===== src/rtl/imem_byte_loader.sv =====
// Streams 32-bit instruction words into a byte-wide instruction memory,
// little-endian, one byte per cycle from BASE_ADDR upward.
module imem_byte_loader #(
   parameter int unsigned              ADDR_W    = 64,
   parameter int unsigned              MEM_BYTES = 16,
   parameter logic [ADDR_W-1:0]        BASE_ADDR = {ADDR_W{1'b0}},
   localparam int unsigned             CNT_W     = $clog2(MEM_BYTES/4) + 1
) (
   input  logic              clk,
   input  logic              reset,
   input  logic              start,
   input  logic              word_valid,
   input  logic [31:0]       word_data,
   input  logic              word_last,
   output logic              word_ready,
   output logic              mem_we,
   output logic [ADDR_W-1:0] mem_addr,
   output logic [7:0]        mem_wdata,
   output logic              busy,
   output logic              done,
   output logic              overflow,
   output logic [CNT_W-1:0]  words_loaded
);

   typedef enum logic [1:0] {
      S_IDLE  = 2'd0,
      S_ARMED = 2'd1,
      S_WRITE = 2'd2,
      S_DONE  = 2'd3
   } state_t;

   localparam logic [ADDR_W-1:0] ADDR_ONE = {{(ADDR_W-1){1'b0}}, 1'b1};
   localparam logic [CNT_W-1:0]  CNT_ONE  = {{(CNT_W-1){1'b0}}, 1'b1};
   localparam logic [ADDR_W-1:0] END_ADDR = BASE_ADDR + ADDR_W'(MEM_BYTES);

   state_t             state_q, state_d;
   logic [ADDR_W-1:0]  ptr_q, ptr_d;
   logic [1:0]         idx_q, idx_d;
   logic [31:0]        word_q, word_d;
   logic               last_q, last_d;
   logic [CNT_W-1:0]   words_q, words_d;
   logic               ovf_q, ovf_d;

   function automatic logic [7:0] byte_sel(input logic [31:0] w, input logic [1:0] idx);
      case (idx)
         2'd0:    byte_sel = w[7:0];
         2'd1:    byte_sel = w[15:8];
         2'd2:    byte_sel = w[23:16];
         2'd3:    byte_sel = w[31:24];
         default: byte_sel = 8'h00;
      endcase
   endfunction

   // State and datapath registers
   always_ff @(posedge clk or negedge reset) begin
      if (!reset) begin
         state_q <= S_IDLE;
         ptr_q   <= BASE_ADDR;
         idx_q   <= 2'd0;
         word_q  <= 32'h0000_0000;
         last_q  <= 1'b0;
         words_q <= {CNT_W{1'b0}};
         ovf_q   <= 1'b0;
      end else begin
         state_q <= state_d;
         ptr_q   <= ptr_d;
         idx_q   <= idx_d;
         word_q  <= word_d;
         last_q  <= last_d;
         words_q <= words_d;
         ovf_q   <= ovf_d;
      end
   end

   // Next-state logic; start overrides everything, including a word offered the same cycle
   always_comb begin
      state_d = state_q;
      ptr_d   = ptr_q;
      idx_d   = idx_q;
      word_d  = word_q;
      last_d  = last_q;
      words_d = words_q;
      ovf_d   = ovf_q;
      if (start) begin
         state_d = S_ARMED;
         ptr_d   = BASE_ADDR;
         idx_d   = 2'd0;
         words_d = {CNT_W{1'b0}};
         ovf_d   = 1'b0;
      end else begin
         case (state_q)
            S_IDLE: begin
               state_d = S_IDLE;
            end
            S_ARMED: begin
               if (word_valid) begin
                  word_d  = word_data;
                  last_d  = word_last;
                  idx_d   = 2'd0;
                  state_d = S_WRITE;
               end else begin
                  state_d = S_ARMED;
               end
            end
            S_WRITE: begin
               ptr_d = ptr_q + ADDR_ONE;
               idx_d = idx_q + 2'd1;
               if (idx_q == 2'd3) begin
                  words_d = words_q + CNT_ONE;
                  // An explicit last word takes precedence over the full-memory check
                  if (last_q) begin
                     state_d = S_DONE;
                  end else if (ptr_d == END_ADDR) begin
                     state_d = S_DONE;
                     ovf_d   = 1'b1;
                  end else begin
                     state_d = S_ARMED;
                  end
               end else begin
                  state_d = S_WRITE;
               end
            end
            S_DONE: begin
               state_d = S_DONE;
            end
            default: begin
               state_d = S_IDLE;
            end
         endcase
      end
   end

   // Outputs decode registered state only, so reset clears them asynchronously
   always_comb begin
      word_ready   = (state_q == S_ARMED);
      busy         = (state_q == S_ARMED) || (state_q == S_WRITE);
      mem_we       = (state_q == S_WRITE);
      done         = (state_q == S_DONE);
      overflow     = ovf_q;
      words_loaded = words_q;
      if (state_q == S_WRITE) begin
         mem_addr  = ptr_q;
         mem_wdata = byte_sel(word_q, idx_q);
      end else begin
         mem_addr  = {ADDR_W{1'b0}};
         mem_wdata = 8'h00;
      end
   end

endmodule


===== config.mk =====
export PLATFORM = sky130hd
export DESIGN_NAME = imem_byte_loader
export DESIGN_NICKNAME = d
export VERILOG_FILES = /design/src/rtl/imem_byte_loader.sv
export SDC_FILE = /design/constraint.sdc
export NUM_CORES = 1
export LEC_CHECK = 0
export CAP_MARGIN = 5
export CORE_ASPECT_RATIO = 0.9
export CORE_UTILIZATION = 25
export DETAILED_ROUTE_END_ITERATION = 12
export DONT_BUFFER_PORTS = 1
export PLACE_DENSITY = 0.41
export SKIP_CTS_REPAIR_TIMING = 1
export SLEW_MARGIN = 30
export SYNTH_ARGS = -nofsm -noshare
export SYNTH_HDL_FRONTEND = slang
export SYNTH_SLANG_ARGS = --single-unit

===== constraint.sdc =====
create_clock -name clk -period 3 [get_ports clk]
set_input_delay 0.45 -clock clk [delete_from_list [all_inputs] [get_ports clk]]
set_output_delay 0.45 -clock clk [all_outputs]
set_load 0.01 [all_outputs]

# After elaboration in Yosys (flattened, before gate mapping)
# Cells that the tools add are included.
# Widths: inputs -> output; s select.
[classes]
addsub = 3
n_mul = 0
div_mod_pow = 0
magnitude_cmp = 0
eq_ne = 9
shift = 0
muxes = 22
n_bitwise = 1
reduce_logical = 11
[op_table]
columns = ["cell", "count"]
rows = [
  ["$mux 64", 3],
  ["$add 64x1->64 const B", 1],
  ["$eq 64x5->1 const B", 1],
  ["$pmux 8 s4", 1],
  ["$mux 2", 7],
  ["$mux 3", 3],
  ["$eq 2x2->1 const B", 4],
  ["$mux 8", 1],
  ["$pmux 2 s4", 1],
  ["$reduce_bool 2->1", 3],
  ["$mux 1", 5],
  ["$eq 2x1->1 const B", 2],
  ["$logic_not 2->1", 2],
  ["$pmux 2 s2", 1],
  ["$reduce_and 2->1", 2],
  ["$reduce_and 4->1", 1],
  ["$add 3x1->3 const B", 1],
  ["$ne 3x3->1 const B", 1],
  ["$reduce_and 3->1", 1],
  ["$reduce_bool 3->1", 1],
  ["$add 2x1->2 const B", 1],
  ["$ne 2x2->1 const B", 1],
  ["$logic_or 1x1->1", 1],
  ["$not 1->1", 1],
]
[word_totals]
ff_bits = 105
latch_bits = 0
mem_bits_rw = 0
rom_bits = 0
inputBits = 37
out_inout_bits = 80
word_cells = 53
mem_count = 0

# Logic depth before layout (Yosys ltp)
[depth]
word_depth = 7
ltp_mapped = 11
depth_no_buf = 10

# Worst setup path before layout
# OpenSTA, ideal clock, no wires.
[synth_timing]
path_type = "register to register"
start = "reg ptr_q[4]"
end = "reg ovf_q, in the netlist overflow"
setup_ns = 0.066
t_arrival_ns = 2.541
required_time_ns = 2.934
path_slack_ns = 0.393
stages_incl_launch_ff = 10
n_path_buf = 1
synth_period_minus_slack_ns = 2.607
cell_sequence = "dfrtp_1 -> buf_2 -> nand3_1 -> or4_4 -> nor4_4 -> xor2_1 -> a2111oi_4 -> nand4_1 -> nor4_2 -> a22o_1"
[synth_via]
elab_chain_len = 4
[synth_rtl]
columns = ["item", "line", "rtl"]
rows = [
  ["start, declared", "37", "logic [ADDR_W-1:0] ptr_q, ptr_d;"],
  ["start signal, assigned", "66", "ptr_q <= ptr_d;"],
  ["$add 64x1->64", "106", "ptr_d = ptr_q + ADDR_ONE;"],
  ["$eq 64x5->1", "113", "end else if (ptr_d == END_ADDR) begin"],
  ["$reduce_bool 2->1 (no source line)", "--", ""],
  ["$reduce_and 4->1 (no source line)", "--", ""],
  ["end signal, assigned", "71", "ovf_q <= ovf_d;"],
  ["end, declared", "42", "logic ovf_q, ovf_d;"],
]
# Every way passes these cells.
# A chain may end at the register's enable or synchronous reset.

# Worst setup path in the final report
[layout_timing]
start = "reg ptr_q[13]"
end = "reg ovf_q, in the netlist overflow"
# The elaborated chain is that of the path after synthesis.

==> results.cfg <==
[synthesis]
netlist_instances = 823
synthArstFlopShare = 1.00
yosysSeqAreaShare = 0.371
yosys-top-cells-area = dfrtp_1 37%, nor2_1 6.5%, xor2_1 5.9%
synth_enable_flop_cells = 0
post_synth.cell_area_avg_um2 = 8.61
synth_seq_cells = 105
mappedNetlistNets = 871
synth_area_leader_cell = dfrtp_1
synthesis.area_um2 = 7090
yosys.area.top_type_share = 0.371
yosys_warnings = 0
top_cells_by_instance_count_after_synthesis = 122 x nor2_1, 105 x dfrtp_1, 62 x and2_1, 53 x nand2_1, 48 x xor2_1
synth_most_common_cell = nor2_1
yosys.cell_types.count = 60
most_used_flip_flop_cell_after_synthesis = dfrtp_1

[cts]
clkSlewWorstSetupHoldPaths_ps = 90
cts_tree = done
numCtsBuffers = 9
worst_skew_pair.late_latency_ps = 370
clock_sinks = 105
clock_tree_root_driver_cell = clkbuf_16
max-clock-path-buffers = 2
htree_num_levels = 3

[flow_run]
maxCapViolations = 0

[final_layout]
final_net_count = 890
syn_to_final_growth_pct = 15.7
final_cells = 1208
post_route_cells_drive_above_1_share = 0.182

[worst_setup_path]
critPathKind = flip-flop to flip-flop
cp_slowest_cell = or4_4
worst_path_largest_cell_delay_ps = 600
timing.critical_path.arrival_ps = 3110
endpoint_kind = flip-flop
required_ps = 3320
critical-path-top-delay-family = simple AND/OR/NAND/NOR gates
ordered_list_of_cells_on_the_worst_path = nand4_1 > or4_4 > nor4_4 > xor2_1 > a2111oi_4 > nand4_1 > nor4_4 > a22o_1
worst-path-max-fanout = 4
critical_path.n_buffers_inverters = 0
worst_setup_path_start_kind = flip-flop

[sta]
min_period_over_period = 0.930
report.final.hold_viol_count = 13
postLayoutSetupSlackWorst_ps = 209
final-max-slew-violation-count = 0
setup_tns_ps = 0
clock-skew-final_ps = 13.6
fmaxAchievable_ghz = 0.358
final-setup-viol-count = 0
finalWorstPathRequiredPeriod_ps = 2790
timing.hold.ws_ps = -46.8
tightestPinTransition_ps = 644
slew-limit-headroom = 0.570

[place]
placement.io_buffers = 0
placed_cells_incl_taps = 1190
detailedPlace.worstSlack_ps = -46.1
place.detailed.hpwl_um = 17300
gpl.final_weighted_congestion = 0.890

[power]
power.ir.vdd_worst_v = 0.000213
power.density_nw_per_um2 = 386
power_after_layout_mw = 3.16
power.leakage_nw = 3.33

[global_route]
grt_util_all_layers = 0.165
antenna_found_initial = 3
via_count_of_the_first_global_routing_pass = 6170
grt_max_degree = 106
globalRoute.totalOverflow = 0
global_route_wire_length_before_repair_um = 37100

[routing]
drtIter0Drc = 420
antenna_violating_nets_post_route = 0
drt-wirelength-per-cell_um = 19.6
firstDrtPassIters = 9
detail_route.drc_violations = 24
detail_route.vias_per_cell = 5.09
route.vias.total = 6145
wl_um = 23700

[floorplanning]
io_pins = 117
floorplan.core_area_um2 = 27900
die_h_um = 162
initial_core_util = 0.254
die_x_um = 179
floorplan.die_area_um2 = 29000
floorplan.rows = 58

[hold_path]
min-delay-path-class = input port to async pin

[run_status]
outcome = finished with violations
violations = design-rule violations, negative hold slack
report_power, final:
| group | switching, mW | leakage [nW] | internal (mW) |
|---|---|---|---|
| sequential | 0.0697 | 1.39 | 1.54 |
| combinational | 0.127 | 1.79 | 0.134 |
| clock | 0.682 | 0.153 | 0.608 |
state kept, by name (all words and copies together), names as in the netlist:
name / cells
state_q: 2
word_q: 32
idx_q: 2
overflow: 1
last_q: 1
words_loaded: 3
ptr_q: 64
kinds of logic (layout without fill, tap and decap cells):
family / count (synthesis) / after routing / share of synthesized area
AOI/OAI and AO/OA: 82 / 82 / 0.0779
xor gates and xnor gates: 76 / 76 / 0.0939
adders and majority gates: 11 / 11 / 0.0194
buffers and inverters: 80 / 104 / 0.0482
DFF: 105 / 105 / 0.371
muxes: 39 / 39 / 0.0609
other: 0 / 1 / 0
and+or+nand+nor: 430 / 430 / 0.329
through the flow:
step,instance area (um^2),utilization
floorplan,7090,-
global placement,7810,0.280
detailed placement,7810,0.280
CTS,8130,0.292
global route,8190,0.294
finish,8200,0.294
per-layer routing:
layer | vias up | share of wire | track usage
li1 | 2905 | - | -
met2 | 179 | 0.46 | 0.270
met5 | - | 0.00097 | 0
met1 | 3032 | 0.46 | 0.216
met3 | 25 | 0.066 | 0.0451
met4 | 4 | 0.015 | 0.0419
layout make-up:
class / count / area (um^2)
diodes: 1 / 2.50
repair buffers: 75 / 583
clock inverters: 7 / 88.8
inverters: 13 / 48.8
clock buffers: 9 / 225
multi-input cells: 638 / 4170
flip-flops and latches: 105 / 2630
well taps: 360 / 450
fillers: 3043 / 19700
final timing paths:
kind | slack (ps) | depth (start not counted) | start | endpoint
setup / recovery | 210 | 8 | ptr_q[13] | overflow
hold / removal | -50 | 1 | reset | ptr_q[27]
setup reg to reg | 210 | 8 | ptr_q[13] | overflow
hold reg to reg | 520 | 1 | word_q[5] | word_q[5]
max in group asynchronous | 2470 | 1 | reset | ptr_q[3]
min in group clk | 150 | 1 | start | ptr_q[60]
cell usage in the layout, fill, tap and decap left out, types with 13 or more instances in the layout:
cell     instances
nor2_1         121
dfrtp_1        103
buf_4           74
and2_1          62
nand2_1         53
xor2_1          48
nand3_1         44
nand4_1         33
mux2_2          33
a21oi_1         29
nor3_1          28
xnor2_1         28
o21ai_0         21
or3_1           14
inv_1           13
and3_1          13
Power figures use the tool's default switching activity.
